**src/rtl/alu_input_stage.sv**
```systemverilog
// Operand/opcode capture stage for the ALU: debounced "go" button latches the
// switch operands and offers them downstream over a valid/ready handshake.
//
// state   | meaning
// --------+-----------------------------------------------------------------
// IDLE    | waiting for the synchronized button to go high
// PRESS   | counting consecutive high samples to qualify a press
// HOLD    | operands captured, out_valid high, waiting for out_ready
// RELEASE | counting consecutive low samples before accepting a new press
module alu_input_stage #(
  parameter int WIDTH     = 4,
  parameter int OP_LEN    = 3,
  parameter int DB_CYCLES = 4
) (
  input  logic              clk,
  input  logic              rst,
  input  logic              btn,
  input  logic [WIDTH-1:0]  sw_a,
  input  logic [WIDTH-1:0]  sw_b,
  input  logic [OP_LEN-1:0] sw_op,
  output logic              out_valid,
  input  logic              out_ready,
  output logic [WIDTH-1:0]  out_a,
  output logic [WIDTH-1:0]  out_b,
  output logic [OP_LEN-1:0] out_op,
  output logic              busy,
  output logic [7:0]        op_count
);

  localparam int CW = $clog2(DB_CYCLES + 1);
  localparam logic [CW-1:0] CNT_LAST = CW'(DB_CYCLES - 1);

  typedef enum logic [1:0] {
    IDLE    = 2'd0,
    PRESS   = 2'd1,
    HOLD    = 2'd2,
    RELEASE = 2'd3
  } state_t;

  state_t        state;
  logic [CW-1:0] db_cnt;
  logic          btn_meta;
  logic          btn_s;

  always_ff @(posedge clk) begin
    if (rst) begin
      btn_meta <= 1'b0;
      btn_s    <= 1'b0;
    end else begin
      btn_meta <= btn;
      btn_s    <= btn_meta;
    end
  end

  always_ff @(posedge clk) begin
    if (rst) begin
      state     <= IDLE;
      db_cnt    <= '0;
      out_valid <= 1'b0;
      out_a     <= '0;
      out_b     <= '0;
      out_op    <= '0;
      busy      <= 1'b0;
      op_count  <= 8'd0;
    end else begin
      case (state)
        IDLE: begin
          if (btn_s) begin
            state  <= PRESS;
            db_cnt <= CW'(1);
            busy   <= 1'b1;
          end else begin
            db_cnt <= '0;
          end
        end
        PRESS: begin
          if (!btn_s) begin
            state  <= IDLE;
            db_cnt <= '0;
            busy   <= 1'b0;
          end else if (db_cnt == CNT_LAST) begin
            out_a     <= sw_a;
            out_b     <= sw_b;
            out_op    <= sw_op;
            out_valid <= 1'b1;
            state     <= HOLD;
            db_cnt    <= '0;
          end else begin
            db_cnt <= db_cnt + CW'(1);
          end
        end
        HOLD: begin
          // The capture edge itself never sees HOLD, so a transfer is at least one edge later.
          if (out_ready) begin
            out_valid <= 1'b0;
            op_count  <= op_count + 8'd1;
            state     <= RELEASE;
            db_cnt    <= '0;
          end
        end
        RELEASE: begin
          if (btn_s) begin
            db_cnt <= '0;
          end else if (db_cnt == CNT_LAST) begin
            state  <= IDLE;
            db_cnt <= '0;
            busy   <= 1'b0;
          end else begin
            db_cnt <= db_cnt + CW'(1);
          end
        end
        default: begin
          state  <= IDLE;
          db_cnt <= '0;
          busy   <= 1'b0;
        end
      endcase
    end
  end

endmodule
```
**config.mk**
```make
export PLATFORM = sky130hd
export DESIGN_NAME = alu_input_stage
export DESIGN_NICKNAME = d
export VERILOG_FILES = /design/src/rtl/alu_input_stage.sv
export SDC_FILE = /design/constraint.sdc
export NUM_CORES = 1
export LEC_CHECK = 0
export BUFFER_PORTS_ARGS = -buffer_cell sky130_fd_sc_hd__buf_2
export CORE_UTILIZATION = 49
export DETAILED_ROUTE_END_ITERATION = 12
export PLACE_DENSITY = 0.77
export SYNTH_ARGS = -nofsm -noshare
export SYNTH_HDL_FRONTEND = slang
export SYNTH_SLANG_ARGS = --single-unit
```
**constraint.sdc**
```tcl
create_clock -name clk -period 2.03 [get_ports clk]
set_clock_uncertainty 0.15 [all_clocks]
set_input_delay 0.1015 -clock clk [delete_from_list [all_inputs] [get_ports clk]]
set_output_delay 0.1015 -clock clk [all_outputs]
set_load 0.05 [all_outputs]
```
# [Word-level counts from Yosys, hierarchy flattened]
# Cells that the tools add are included.
[op_classes] reduce_logical=8 n_addsub=2 eq_ne=12 mux=22
[ops] cell="inequality test 2 bit, second input constant" n=7
[ops] cell="2-to-1 mux 2 bit" n=6
[ops] cell="2-to-1 mux 3 bit" n=4
[ops] cell="one-hot mux 3 bit (4 select lines)" n=1
[ops] cell="AND reduction 5 bit" n=2
[ops] cell="adder 8 x 1 -> 8 bit, second input constant" n=1
[ops] cell="2-to-1 mux 1 bit" n=8
[ops] cell="one-hot mux 2 bit (4 select lines)" n=1
[ops] cell="== test 2 bit, second input constant" n=2
[ops] cell="AND reduction 4 bit" n=1
[ops] cell="adder 3 x 1 -> 3 bit, second input constant" n=1
[ops] cell="== test 3 x 2 -> 1 bit, second input constant" n=1
[ops] cell="inequality test 3 bit, second input constant" n=1
[ops] cell="one-hot mux 1 bit (3 select lines)" n=1
[ops] cell="AND reduction 3 bit" n=1
[ops] cell="nonzero test 3 bit" n=1
[ops] cell="== test 2 x 1 -> 1 bit, second input constant" n=1
[ops] cell="logical NOT 2 bit" n=1
[ops] cell="one-hot mux 1 bit (2 select lines)" n=1
[ops] cell="AND reduction 2 bit" n=1
[ops] cell="nonzero test 2 bit" n=1
[totals] word_cells=54 input_bits=15 output_inout_bits=21 ff_bits=28

# [Logic depth before layout (Yosys ltp)]
[depth] ltp_word=4 mapped_depth=7 depth_no_buf=5

# [Worst setup path before layout]
# Ideal clock, no wire load.
[synth_path] path_type="register -> register" from="register op_count[0]" to="register op_count[4]" path_slack_ps=341 setup_ps=128 arrival_time_ps=1411 stages_incl_launch_ff=6 period_less_slack_ps=1689 n_path_buf=0 required_time_ps=1752 path_cell_list="dfxtp_1 > ha_1 > and4b_1 > nand3_1 > xor2_1 > nor2_1"
[synth_via] elab_chain_len=1
[synth_lines] item="from (decl)" line_no="27" rtl="output logic [7:0] op_count"
[synth_lines] item="from (signal assigned)" line_no="96" rtl="op_count <= op_count + 8'd1;"
[synth_lines] item="adder 8 x 1 -> 8 bit" line_no="96"
# No other way between the ends.
# A chain may end at the register's enable or synchronous reset.

# [Worst setup path after layout]
[layout_path] from="register db_cnt[0]" to="register out_op[2]"
[layout_via] elab_chain_len=2
[layout_lines] item="from (decl)" line_no="41" rtl="logic [CW-1:0] db_cnt;"
[layout_lines] item="from (signal assigned)" line_no="89" rtl="db_cnt <= db_cnt + CW'(1);"
[layout_lines] item="from (signal assigned)" line_no="109" rtl="db_cnt <= db_cnt + CW'(1);"
[layout_lines] item="== test 3 x 2 -> 1 bit" line_no="81" rtl="end else if (db_cnt == CNT_LAST) begin"
[layout_lines] item="AND reduction 3 bit (no line)"
[layout_lines] item="to (signal assigned)" line_no="84" rtl="out_op <= sw_op;"
[layout_lines] item="to (decl)" line_no="25" rtl="output logic [OP_LEN-1:0] out_op,"
# No other way between the ends.

==> impl_metrics.json <==
{
  "p_int_mw": 0.695,
  "cp_data_arrival_time_ps": 1750,
  "grt_max_degree": 29,
  "grt_use_met3_pct": 6.67,
  "p_sw_mw": 0.185,
  "top_usage_layer": "met2",
  "switching_share_pct": 21.0,
  "grt_pass1_wl_um": 3970,
  "drtIter0Drc": 15,
  "nets": 179,
  "max_slew_margin_pct": 66.1,
  "start_kind": "register",
  "crit_type": "register to register",
  "tns_ps": 0,
  "dpl.cell_count": 173,
  "avgSynthCellArea_um2": 10.1,
  "hold_slack_ps": 54.1,
  "cts_tree": "done",
  "ios": 36,
  "drv_cap": 0,
  "most-common-layout-cells": "buf_2, dfxtp_1, nor2_1",
  "power-per-cell-area_nw_per_um2": 594,
  "finalInstanceArea_um2": 1480,
  "drc": 0,
  "combinationalPowerShare_pct": 6.4,
  "worst-r2r-cell-count": 6,
  "overflow": 0,
  "antennaDiodeCount": 0,
  "worst_slew_pin_slew_ps": 508,
  "postRouteWirelength_um": 2380,
  "finalPower_mw": 0.880,
  "syn_nets": 132,
  "worstPathRequired_ps": 2100,
  "rows": 17,
  "endpoint_kind": "register",
  "syn_area_um2": 1160,
  "clock-root-buffer": "clkbuf_4",
  "slew_viol_final": 0,
  "dieArea_um2": 2570,
  "yosysUniqueCellTypes": 32,
  "min_path_cells": 4,
  "start_util_pct": 52.4,
  "multi_input_area_um2": 538,
  "dpl.hpwl_um": 1470,
  "grt_pass1_vias": 916,
  "cts_buffer_depth": 2,
  "rsz0062_at_grt": "no",
  "numClockSinks": 28,
  "synthCells": 115,
  "worstSkewPairLatency_ps": 320,
  "placed_area_um2": 1320,
  "cts-resized-gates": 0,
  "antenna_left": 0,
  "yosys_warnings": 0,
  "fin_crit_ps": 1680,
  "hold_violations": 0,
  "p_leak_nw": 0.699,
  "filler_cell_count": 194,
  "avgRoutedWirePerCell_um": 12.6,
  "ff_latch_area_um2": 561,
  "cp_max_fo": 12,
  "clockPowerShare_pct": 30.2,
  "cts_max_level": 1,
  "use_met2_pct": 35.6,
  "final_common_cell": "buf_2",
  "antenna_found_initial": 0,
  "port_buffers": 35,
  "clk_pin_slew_ps": 140,
  "yosysSeqAreaShare_pct": 48.3,
  "fin_crit_sh_pct": 83.0,
  "vias_per_cell": 5.14,
  "grtUsageTotal_pct": 20.8,
  "hold_path_class": "primary input to register",
  "instances_no_fill": 189,
  "met1_usage_pct": 25.2,
  "fp.dieH_um": 50.7,
  "syn_to_final_growth_pct": 27.6,
  "dr.pass1.iters": 6,
  "ys_seq_elements": 28,
  "cts_buffers": 3,
  "place_congestion": 0.755,
  "vdd_drop_max_uv": 597,
  "drive_gt1_share_pct": 27.3,
  "setup_violations": 0,
  "die_width_um": 50.7,
  "seqPwrFrac_pct": 63.4,
  "via_count": 972,
  "status": "finished, final reports clean",
  "max_freq_mhz": 594,
  "design.core.area_um2": 2210
}
[through the flow]
step                      setup slack, ps  utilization, %
after floorplan                       341               -
after global placement                452            59.8
after detailed placement              401            59.8
after CTS                             366            66.9
after global routing                  254            66.9
final                                 345            66.9
[cells in the mapped netlist, drive strengths merged]
master | number | area, µm²
or3 | 1 | 6.26
o21ai | 3 | 15.0
o21bai | 1 | 7.51
nand2 | 3 | 11.3
a21o | 1 | 7.51
buf | 5 | 53.8
nor3 | 3 | 20.0
dfxtp | 28 | 561
xnor2 | 3 | 26.3
and2b | 2 | 15.0
mux2i | 13 | 130
nor2b | 3 | 18.8
clkbuf | 2 | 7.51
a32oi | 1 | 8.76
ha | 2 | 25.0
and3 | 2 | 12.5
a21oi | 4 | 20.0
nor3b | 1 | 7.51
and3b | 1 | 8.76
nor2 | 23 | 86.3
or3b | 1 | 8.76
nand4 | 1 | 6.26
nand3b | 1 | 20.0
nor4 | 1 | 6.26
xor2 | 4 | 35.0
nand3 | 3 | 15.0
and4b | 1 | 10.0
o32a | 1 | 10.0
[worst max-delay path: stages (launching register included)]
cell     delay, ps
dfxtp_1        380
ha_1           170
and2b_1        170
and3_1         160
buf_4          220
mux2i_1        260
nor2_1          60
[area by class of cell]
| type | count | area share, % |
|---|---|---|
| clock buffers | 4 | 2.45 |
| multi-input cells | 80 | 36.3 |
| repair buffers | 49 | 21.0 |
| flip-flops and latches | 28 | 37.9 |
| well taps | 28 | 2.37 |
[logic make-up (layout without fill, tap and decap cells)]
family	Yosys count	after routing	synth area share, %
buffers and inverters	7	53	5.29
flip-flops	28	28	48.3
adder cells (fa/ha/maj)	2	2	2.16
multiplexers	13	13	11.2
AO/OA/AOI/OAI	11	11	5.93
AND/OR/NAND/NOR	47	47	21.8
XOR/XNOR	7	7	5.29
[state kept, by name, summed over array words and instances (netlist names), named ones only]
name	flops
state	1
out_op	3
busy	1
db_cnt	3
btn_meta	1
btn_s	1
out_b	4
op_count	8
out_valid	1
out_a	4
[routing by layer]
| metal | part of all wire [%] | up-vias |
|---|---|---|
| met2 | 52 | 23 |
| met4 | 1.5 | 0 |
| met3 | 4.2 | 4 |
| li1 | - | 483 |
| met1 | 42 | 462 |
| met5 | 0 | - |
[worst paths after layout]
| kind | endpoint | start | slack [ps] |
|---|---|---|---|
| worst max-delay path | out_op[2] | db_cnt[0] | 350 |
| worst min-delay path | op_count[0] | out_ready | 50 |
| worst max register to register | out_op[2] | db_cnt[0] | 350 |
| worst min register to register | btn_s | btn_meta | 300 |
[power groups by stage]
stage / sequential, mW / combinational, mW / clock [mW]
after CTS: 0.558 / 0.0554 / 0.276
after global placement: 0.569 / 0.0365 / 0
after global routing: 0.559 / 0.0617 / 0.299
final: 0.558 / 0.0564 / 0.266
after floorplan: 0.572 / 0.0170 / 0
after detailed placement: 0.570 / 0.0375 / 0
[what timing repair did]
action / 4_1_cts / 5_1_grt
hold endpoints to repair: 12 / 0
hold buffers: 12 / 0
setup buffers: 0 / 0
Note: power is estimated with default switching activity, not from simulation.
